File: config.mk
export PLATFORM = sky130hd
export DESIGN_NAME = vga_timing_gen
export DESIGN_NICKNAME = d
export VERILOG_FILES = /design/src/rtl/vga_timing_pkg.sv /design/src/rtl/vga_pix_div.sv /design/src/rtl/vga_timing_gen.sv
export SDC_FILE = /design/constraint.sdc
export NUM_CORES = 1
export LEC_CHECK = 0
export CORE_MARGIN = 1
export CORE_UTILIZATION = 45
export DETAILED_ROUTE_END_ITERATION = 10
export PLACE_DENSITY = 0.72
export SLEW_MARGIN = 20
export SYNTH_ARGS = -nofsm -noshare
export SYNTH_HDL_FRONTEND = slang
export SYNTH_SLANG_ARGS = --single-unit
File: constraint.sdc
create_clock -name clk -period 2.2 [get_ports clk]
set_input_delay 0.66 -clock clk [delete_from_list [all_inputs] [get_ports clk]]
set_output_delay 0.66 -clock clk [all_outputs]
set_load 0.005 [all_outputs]
File: src/rtl/vga_timing_pkg.sv
`default_nettype none
// ============================================================================
// Module   : vga_timing_pkg
// Brief    : Default 640x480@60 Hz raster constants shared by the VGA timing slice.
// Revision : 1.0 - initial release
// ============================================================================
package vga_timing_pkg;

    localparam int c_COORD_W      = 10;

    localparam int c_H_VISIBLE    = 640;
    localparam int c_H_FRONT      = 16;
    localparam int c_H_SYNC       = 96;
    localparam int c_H_BACK       = 48;
    localparam int c_H_TOTAL      = c_H_VISIBLE + c_H_FRONT + c_H_SYNC + c_H_BACK;
    localparam int c_H_SYNC_START = c_H_VISIBLE + c_H_FRONT;
    localparam int c_H_SYNC_END   = c_H_SYNC_START + c_H_SYNC;

    localparam int c_V_VISIBLE    = 480;
    localparam int c_V_FRONT      = 10;
    localparam int c_V_SYNC       = 2;
    localparam int c_V_BACK       = 33;
    localparam int c_V_TOTAL      = c_V_VISIBLE + c_V_FRONT + c_V_SYNC + c_V_BACK;
    localparam int c_V_SYNC_START = c_V_VISIBLE + c_V_FRONT;
    localparam int c_V_SYNC_END   = c_V_SYNC_START + c_V_SYNC;

    typedef logic [c_COORD_W-1:0] coord_t;

endpackage
`default_nettype wire

File: src/rtl/vga_pix_div.sv
`default_nettype none
// ============================================================================
// Module   : vga_pix_div
// Brief    : System-clock to pixel-rate divider; registered pix_en strobe and DAC clock.
// Revision : 1.0 - initial release
// ============================================================================
module vga_pix_div #(
    parameter int CLK_DIV = 2
) (
    input  logic clk,
    input  logic rst,
    output logic o_pix_en,
    output logic o_vga_clk
);

    localparam int c_DIV_W = $clog2(CLK_DIV);
    localparam logic [c_DIV_W-1:0] c_DIV_LAST = c_DIV_W'(CLK_DIV - 1);
    localparam logic [c_DIV_W-1:0] c_DIV_HALF = c_DIV_W'(CLK_DIV / 2);

    logic [c_DIV_W-1:0] r_div_cnt;
    logic [c_DIV_W-1:0] w_div_next;
    logic               r_pix_en;
    logic               r_vga_clk;

    always_comb begin
        w_div_next = (r_div_cnt == c_DIV_LAST) ? '0 : r_div_cnt + c_DIV_W'(1);
    end

    // Strobe and DAC clock are decoded from the next count so they line up with r_div_cnt.
    always_ff @(posedge clk or negedge rst) begin
        if (!rst) begin
            r_div_cnt <= '0;
            r_pix_en  <= 1'b0;
            r_vga_clk <= 1'b0;
        end else begin
            r_div_cnt <= w_div_next;
            r_pix_en  <= (w_div_next == c_DIV_LAST);
            r_vga_clk <= (w_div_next >= c_DIV_HALF);
        end
    end

    assign o_pix_en  = r_pix_en;
    assign o_vga_clk = r_vga_clk;

endmodule
`default_nettype wire

File: src/rtl/vga_timing_gen.sv
`default_nettype none
// ============================================================================
// Module   : vga_timing_gen
// Brief    : VGA raster timing (scan coords, syncs, blank, frame tick).
//            Define VGA_SYNC_DELAY_EN to delay HS/VS/BLANK_N by SYNC_DELAY pixels.
// Revision : 1.0 - initial release
// ============================================================================
module vga_timing_gen
    import vga_timing_pkg::*;
#(
    parameter int CLK_DIV   = 2,
    parameter int H_VISIBLE = c_H_VISIBLE,
    parameter int H_FRONT   = c_H_FRONT,
    parameter int H_SYNC    = c_H_SYNC,
    parameter int H_BACK    = c_H_BACK,
    parameter int V_VISIBLE = c_V_VISIBLE,
    parameter int V_FRONT   = c_V_FRONT,
    parameter int V_SYNC    = c_V_SYNC,
    parameter int V_BACK    = c_V_BACK
`ifdef VGA_SYNC_DELAY_EN
    ,
    parameter int SYNC_DELAY = 2
`endif
) (
    input  logic                 clk,
    input  logic                 rst,
    output logic [c_COORD_W-1:0] x,
    output logic [c_COORD_W-1:0] y,
    output logic                 active_pixels,
    output logic                 pix_en,
    output logic                 frame_tick,
    output logic                 VGA_HS,
    output logic                 VGA_VS,
    output logic                 VGA_BLANK_N,
    output logic                 VGA_SYNC_N,
    output logic                 VGA_CLK
);

    localparam coord_t c_H_LAST   = coord_t'(H_VISIBLE + H_FRONT + H_SYNC + H_BACK - 1);
    localparam coord_t c_V_LAST   = coord_t'(V_VISIBLE + V_FRONT + V_SYNC + V_BACK - 1);
    localparam coord_t c_H_VIS    = coord_t'(H_VISIBLE);
    localparam coord_t c_V_VIS    = coord_t'(V_VISIBLE);
    localparam coord_t c_HS_START = coord_t'(H_VISIBLE + H_FRONT);
    localparam coord_t c_HS_END   = coord_t'(H_VISIBLE + H_FRONT + H_SYNC);
    localparam coord_t c_VS_START = coord_t'(V_VISIBLE + V_FRONT);
    localparam coord_t c_VS_END   = coord_t'(V_VISIBLE + V_FRONT + V_SYNC);

    logic   w_pix_en;
    logic   w_vga_clk;
    coord_t r_h_cnt;
    coord_t r_v_cnt;
    coord_t w_h_next;
    coord_t w_v_next;
    logic   w_visible;
    logic   w_hs;
    logic   w_vs;
    logic   w_tick;
    logic   r_active;
    logic   r_hs;
    logic   r_vs;
    logic   r_frame_tick;

    vga_pix_div #(
        .CLK_DIV   (CLK_DIV)
    ) u_pix_div (
        .clk       (clk),
        .rst       (rst),
        .o_pix_en  (w_pix_en),
        .o_vga_clk (w_vga_clk)
    );

    // Decode from the next counter values so every output register matches the counters.
    always_comb begin
        w_h_next = r_h_cnt + coord_t'(1);
        w_v_next = r_v_cnt;
        if (r_h_cnt == c_H_LAST) begin
            w_h_next = '0;
            w_v_next = (r_v_cnt == c_V_LAST) ? '0 : r_v_cnt + coord_t'(1);
        end
        w_visible = (w_h_next < c_H_VIS) && (w_v_next < c_V_VIS);
        w_hs      = !((w_h_next >= c_HS_START) && (w_h_next < c_HS_END));
        w_vs      = !((w_v_next >= c_VS_START) && (w_v_next < c_VS_END));
        w_tick    = (w_h_next == '0) && (w_v_next == c_V_VIS);
    end

    always_ff @(posedge clk or negedge rst) begin
        if (!rst) begin
            r_h_cnt      <= c_H_LAST;
            r_v_cnt      <= c_V_LAST;
            r_active     <= 1'b0;
            r_hs         <= 1'b1;
            r_vs         <= 1'b1;
            r_frame_tick <= 1'b0;
        end else begin
            r_frame_tick <= 1'b0;
            if (w_pix_en) begin
                r_h_cnt      <= w_h_next;
                r_v_cnt      <= w_v_next;
                r_active     <= w_visible;
                r_hs         <= w_hs;
                r_vs         <= w_vs;
                r_frame_tick <= w_tick;
            end
        end
    end

`ifdef VGA_SYNC_DELAY_EN
    logic [SYNC_DELAY-1:0] r_hs_sr;
    logic [SYNC_DELAY-1:0] r_vs_sr;
    logic [SYNC_DELAY-1:0] r_blank_sr;

    always_ff @(posedge clk or negedge rst) begin
        if (!rst) begin
            r_hs_sr    <= '1;
            r_vs_sr    <= '1;
            r_blank_sr <= '0;
        end else if (w_pix_en) begin
            r_hs_sr[0]    <= r_hs;
            r_vs_sr[0]    <= r_vs;
            r_blank_sr[0] <= r_active;
            for (int i = 1; i < SYNC_DELAY; i++) begin
                r_hs_sr[i]    <= r_hs_sr[i-1];
                r_vs_sr[i]    <= r_vs_sr[i-1];
                r_blank_sr[i] <= r_blank_sr[i-1];
            end
        end
    end

    assign VGA_HS      = r_hs_sr[SYNC_DELAY-1];
    assign VGA_VS      = r_vs_sr[SYNC_DELAY-1];
    assign VGA_BLANK_N = r_blank_sr[SYNC_DELAY-1];
`else
    assign VGA_HS      = r_hs;
    assign VGA_VS      = r_vs;
    assign VGA_BLANK_N = r_active;
`endif

    assign x             = r_h_cnt;
    assign y             = r_v_cnt;
    assign active_pixels = r_active;
    assign pix_en        = w_pix_en;
    assign frame_tick    = r_frame_tick;
    assign VGA_SYNC_N    = 1'b0;
    assign VGA_CLK       = w_vga_clk;

endmodule
`default_nettype wire

==> impl_metrics.csv, run 1 <==
group,metric,value,unit
sta,maxSlewViolCount,0,
synthesis,yosys-top-cells-count,"nand2_1, dfrtp_1, nor2_1",
synthesis,syn_inst,197,
finish,drive_above_1_share,0.240,
die,core_area,3720,um2
synthesis,yosys_warnings,0,
synthesis,synth.most_common_cell,"nand2_1",
die,die_x,64.8,um
placed_design,portBuffers,28,
finish,nets,236,
synthesis,syn-num-nets,203,
drt,ant_nets,0,
sta,finalCritPeriodShare,0.974,
placed_design,dp.cells,273,
sta,fin_crit,2.14,ns
power_and_ir_drop,power.density,338,nW/um2
critical_path,cp_top_family,"buffers and inverters",
drt,wirelength,3.98,mm
critical_path,critPathKind,"register to primary output",
sta,fmax,467,MHz
min_path,hp-class,"register to register",
die,die_h,64.8,um
grt,grt_antenna_before_repair,0,
placed_design,routabilityCongestion,0.904,
run,cap_violations,0,
placed_design,preCtsSetupSlack,0.0895,ns
synthesis,synth.area.top_cells,"dfrtp_1, dfstp_2, xnor2_1",
cts,cts_tree,"done",
critical_path,critPathCaptureType,"primary output",
grt,grt_pass1_wl,6.81,mm
critical_path,r2r_slack,0.12,ns
drt,via_per_inst,5.61,
finish,syn2layout_area_growth,24.4,%
die,die_area,4200,um2
critical_path,critPathMaxStageDelay,0.56,ns
drt,first_iter_violations,99,
power_and_ir_drop,ir_drop,0.000176,V
power_and_ir_drop,p_leak,0.000878,uW
finish,n_antenna_cell,0,
synthesis,netlist_area,1770,um2
critical_path,cp.arrival,1.48,ns
cts,cts-root-buf,"clkbuf_8",
grt,overflow,0,
critical_path,reg2reg_from,"x[0]",
synthesis,synth_top_area_cell,"dfrtp_1",
sta,fin_setup_tns,0,ns
critical_path,worstSetupStartpoint,"x[3]",
outcome,outcome,"finished clean",
sta,rsz0062_at_grt,"no",
drt,vias,1555,
die,fp-row-count,22,
critical_path,required,1.54,ns
synthesis,synth_async_sr_flop_share,1.00,
grt,grt_max_degree,26,
critical_path,path_cells,"buf_4 > clkdlybuf4s50_1",
sta,skew,0.00216,ns
synthesis,ys_seq_area_frac,0.361,
finish,fillers,335,
sta,finalHoldViolCount,0,
critical_path,cp.buffers_inverters,2,
sta,fin_ws,0.0564,ns
grt,grt_use_total,0.210,
synthesis,syn_area_per_cell,9.01,um2
cts,ctsLongestPathBuffers,2,
synthesis,ys.flop_type,"dfrtp_1",
cts,post_cts_buffers,0,
critical_path,critPathSlowestCell,"dfstp_2",
die,num_io_pins,30,
min_path,min_from,"y[9]",
cts,clock_latency,0.27,ns
synthesis,ys_types,57,
grt,grt_pass1_vias,1453,
drt,drt-pass1-iter-count,4,
cts,htreeDepth,1,
drt,wl_per_cell,14.4,um
sta,setup_viol,0,
die,start_util,0.477,
cts,cts_made_buffers,3,
cts,clk_pin_slew,0.09,ns
critical_path,setup.worst_path.start_class,"register",
placed_design,place_hpwl,2.94,mm
finish,instances_no_fill,277,
synthesis,synth-edff-count,0,
synthesis,yosysTopAreaCellShare,0.183,
cts,clock_sinks,25,
critical_path,path_max_fanout,8,
drt,drcViolationCount,0,
synthesis,ys_seq_elements,25,
==> repair_timing <==
| item | CTS | global route |
|---|---|---|
| setup endpoints to repair | 0 | 4 |
| hold buffers | 0 | 0 |
| resized for setup | 0 | 7 |
==> kinds of logic after synthesis <==
group / after synthesis / synth area share
AND/OR/NAND/NOR: 81 / 0.264
flip-flops: 25 / 0.361
other: 1 / 0.00211
multiplexers: 4 / 0.0247
XOR/XNOR: 16 / 0.0790
AO/OA/AOI/OAI: 40 / 0.158
buffers and inverters: 26 / 0.0832
adder cells (fa/ha/maj): 4 / 0.0282
==> report_power, final <==
| part | switching [uW] | leakage, uW | internal, uW |
|---|---|---|---|
| sequential | 0 | 0.000295 | 460 |
| clock | 145 | 0.0000228 | 130 |
| combinational | 8.88 | 0.000559 | 2.72 |
| total | 154 | 0.000878 | 593 |
==> state kept, by name, summed over array words and instances, names as in the netlist <==
signal,count
VGA_BLANK_N,1
VGA_HS,1
VGA_VS,1
frame_tick,1
u_pix_div.o_pix_en,1
x,10
y,10
==> metrics by stage <==
step | area [um2] | util | hold slack [ns] | total power [uW]
floorplan | 1780 | - | 0.364 | 470
global placement | 2140 | 0.576 | 0.486 | 481
detailed placement | 2140 | 0.576 | 0.483 | 481
CTS | 2190 | 0.589 | 0.502 | 753
global route | 2210 | 0.594 | 0.537 | 780
finish | 2210 | 0.594 | 0.500 | 747
==> worst register-to-register path: cells and delay by family (launching register included) <==
kind	cells	cell delay, ns
and+or+nand+nor	2	0.52
xor gates and xnor gates	1	0.17
buffers and inverters	1	0.13
AOI/OAI and AO/OA	3	0.66
DFF	1	0.54
==> final timing paths <==
path | endpoint | cells after the start
worst min-delay path | y[9] | 2
worst max-delay path | x[3] | 2
max in group asynchronous | y[3] | 2
min in group asynchronous | x[7] | 2
worst max register to register | VGA_HS | 7
worst min register to register | y[9] | 2
==> cell usage in the layout, fill, tap and decap left out, types with 4 or more instances in the layout <==
cell type / instances
clkdlybuf4s50_1: 27
nand2_1: 21
buf_4: 19
dfrtp_1: 12
dfstp_2: 12
nor2_1: 12
xnor2_1: 11
a21oi_1: 10
o21ai_0: 9
nand3_1: 7
nand4_1: 7
inv_1: 6
nor3_1: 6
xor2_1: 5
a31oi_1: 4
and3_1: 4
==> layout make-up <==
class                   count  area (um2)  share of cell area
flip-flops and latches     25         642               0.291
clock buffers               4        45.0              0.0204
well taps                  48        60.1              0.0272
multi-input cells         146        1000               0.454
repair buffers             48         437               0.198
inverters                   6        22.5              0.0102
==> layer usage <==
metal | up-vias | GRT usage | part of all wire | routed length [um]
met5 | - | 0 | 0 | 0
met4 | 0 | 0.0806 | 0.015 | 59
met3 | 6 | 0.0246 | 0.060 | 240
met2 | 51 | 0.307 | 0.43 | 1730
met1 | 733 | 0.311 | 0.49 | 1950
li1 | 765 | - | - | -
(Power assumes the default switching activity.)
==> run 2, diff against run 1 <==
--- a/config.mk
+++ b/config.mk
@@ -9,6 +9,7 @@
 export CORE_UTILIZATION = 45
 export DETAILED_ROUTE_END_ITERATION = 10
 export PLACE_DENSITY = 0.72
+export RECOVER_POWER = 50
 export SLEW_MARGIN = 20
 export SYNTH_ARGS = -nofsm -noshare
 export SYNTH_HDL_FRONTEND = slang
==> run 2 against run 1 <==
Compared with the run above: combinational power is 9% lower; clock-buffer cell count is the same; die area is the same; total power decreased by 0.17%; largest cell class unchanged.
==> impl_metrics.csv, run 2 (synthesis results as in run 1) <==
group,metric,value,unit
critical_path,path_cells,"buf_4 > clkdlybuf4s50_1",
sta,relSlewSlack,0.603,
die,die_x,64.8,um
critical_path,setup.worst_path.start_class,"register",
grt,grt_pass1_vias,1453,
power_and_ir_drop,seq_power_share,0.617,
cts,clock_latency,0.27,ns
sta,maxSlewViolCount,0,
power_and_ir_drop,power.density,341,nW/um2
finish,syn2layout_area_growth,23.3,%
drt,ant_nets,0,
grt,grt_max_degree,26,
drt,wirelength,3.99,mm
critical_path,cp.arrival,1.48,ns
sta,fin_crit,2.14,ns
die,core_area,3720,um2
cts,htreeDepth,1,
critical_path,critPathSlowestCell,"dfstp_2",
drt,wl_per_cell,14.4,um
cts,ctsLongestPathBuffers,2,
critical_path,rr_worst_depth,7,
finish,fin_util,0.589,
outcome,outcome,"finished clean",
critical_path,reg2reg_from,"x[0]",
min_path,worstHoldEndpoint,"y[9]",
power_and_ir_drop,p_leak,0.000874,uW
cts,cts_tree,"done",
drt,vias,1555,
critical_path,r2r_slack,0.11,ns
drt,via_per_inst,5.61,
placed_design,portBuffers,28,
finish,fillers,339,
power_and_ir_drop,comb_power_share,0.014,
cts,clock_sinks,25,
power_and_ir_drop,p_int,592,uW
power_and_ir_drop,ir_drop,0.000176,V
critical_path,critPathMaxStageDelay,0.55,ns
placed_design,routabilityCongestion,0.904,
finish,drive_above_1_share,0.214,
critical_path,critPathCaptureType,"primary output",
sta,fin_setup_tns,0,ns
sta,fmax,468,MHz
min_path,min_from,"y[9]",
drt,drt-pass1-iter-count,4,
critical_path,cp.buffers_inverters,2,
sta,worst_slew_pin_slew,0.596,ns
power_and_ir_drop,sw_frac_of_total,0.206,
run,cap_violations,0,
sta,rsz0062_at_grt,"no",
grt,grt_pass1_wl,6.81,mm
die,die_h,64.8,um
grt,grt_antenna_before_repair,0,
finish,nets,236,
cts,cts_made_buffers,3,
sta,finalHoldViolCount,0,
critical_path,required,1.54,ns
sta,setup_viol,0,
min_path,worstHoldPathCells,2,
drt,first_iter_violations,103,
die,fp-row-count,22,
die,num_io_pins,30,
cts,clk_pin_slew,0.09,ns
finish,layout_commonest_cell,"clkdlybuf4s50_1",
power_and_ir_drop,power_frac_clock,0.369,
critical_path,path_max_fanout,8,
finish,n_antenna_cell,0,
sta,finalCritPeriodShare,0.971,
critical_path,cp_top_family,"buffers and inverters",
critical_path,cp.depth,2,
grt,overflow,0,
critical_path,reg2reg_to,"y[8]",
placed_design,place_hpwl,2.94,mm
cts,cts-root-buf,"clkbuf_8",
die,die_area,4200,um2
grt,grt_use_total,0.210,
power_and_ir_drop,p_sw,154,uW
min_path,hp-class,"register to register",
sta,timing.hold.ws,0.500,ns
drt,drcViolationCount,0,
die,start_util,0.477,
sta,skew,0.00254,ns
finish,layout_common_cells,"clkdlybuf4s50_1, nand2_1, buf_4",
critical_path,critPathKind,"register to primary output",
run 2: worst register-to-register path, cell delays in order, from the launching register on:
cell and delay [ns]:
dfstp_2 0.54, ha_1 0.16, and4_4 0.27, and4_4 0.28, nand2_1 0.16, nor3_1 0.31, nand3_1 0.14, xnor2_1 0.14
run 2: per-layer routing:
layer | vias up | share of wire | wire length [um] | GRT usage
li1 | 766 | - | - | -
met1 | 734 | 0.50 | 1990 | 0.311
met2 | 49 | 0.43 | 1730 | 0.307
met3 | 6 | 0.053 | 210 | 0.0246
met4 | 0 | 0.015 | 59 | 0.0806
met5 | - | 0 | 0 | 0
run 2: worst max path at each step:
stage | start | end | slack (ns)
4_1_cts | y[3] | y[3] | 0.02
6_report | x[3] | x[3] | 0.06
3_3_place_gp | y[1] | VGA_BLANK_N | 0.11
5_1_grt | x[3] | x[3] | 0.02
2_1_floorplan | x[0] | VGA_BLANK_N | 0.008
3_5_place_dp | y[1] | y[3] | 0.09
run 2: cell type report:
| type | count | area, um2 | area share |
|---|---|---|---|
| sequential | 25 | 642 | 0.293 |
| multi-input combinational | 146 | 991 | 0.453 |
| tap | 48 | 60.1 | 0.0275 |
| clock buffer | 4 | 45.0 | 0.0206 |
| timing repair buffer | 48 | 427 | 0.195 |
| inverter | 6 | 22.5 | 0.0103 |
run 2: stage by stage:
step / cell area, um2 / instances / power [uW] / setup slack [ns]
floorplan: 1780 / 197 / 470 / 0.00846
global placement: 2140 / 273 / 481 / 0.111
detailed placement: 2140 / 273 / 481 / 0.0895
CTS: 2190 / 277 / 753 / 0.0216
global route: 2190 / 277 / 779 / 0.0158
finish: 2190 / 277 / 745 / 0.0649
run 2: power by group through the flow:
| stage | Combinational, uW | Clock (uW) | Sequential [uW] |
|---|---|---|---|
| 2_1_floorplan | 1.66 | 0 | 469 |
| 3_3_place_gp | 12.4 | 0 | 468 |
| 3_5_place_dp | 12.4 | 0 | 468 |
| 4_1_cts | 12.3 | 280 | 460 |
| 5_1_grt | 13.0 | 306 | 460 |
| 6_report | 10.6 | 275 | 460 |
run 2: what timing repair did:
| action | 4_1_cts | 5_1_grt |
|---|---|---|
| hold buffers | 0 | 0 |
| resized for setup | 0 | 7 |
| buffers inserted | 0 | 0 |
| setup endpoints to repair | 0 | 4 |
==> run 3, diff against run 2 <==
--- a/config.mk
+++ b/config.mk
@@ -10,6 +10,7 @@
 export DETAILED_ROUTE_END_ITERATION = 10
 export PLACE_DENSITY = 0.72
 export RECOVER_POWER = 50
+export SKIP_CTS_REPAIR_TIMING = 1
 export SLEW_MARGIN = 20
 export SYNTH_ARGS = -nofsm -noshare
 export SYNTH_HDL_FRONTEND = slang
==> results of run 3 <==
No change in the layout: final DEF, timing and power equal those of run 2.
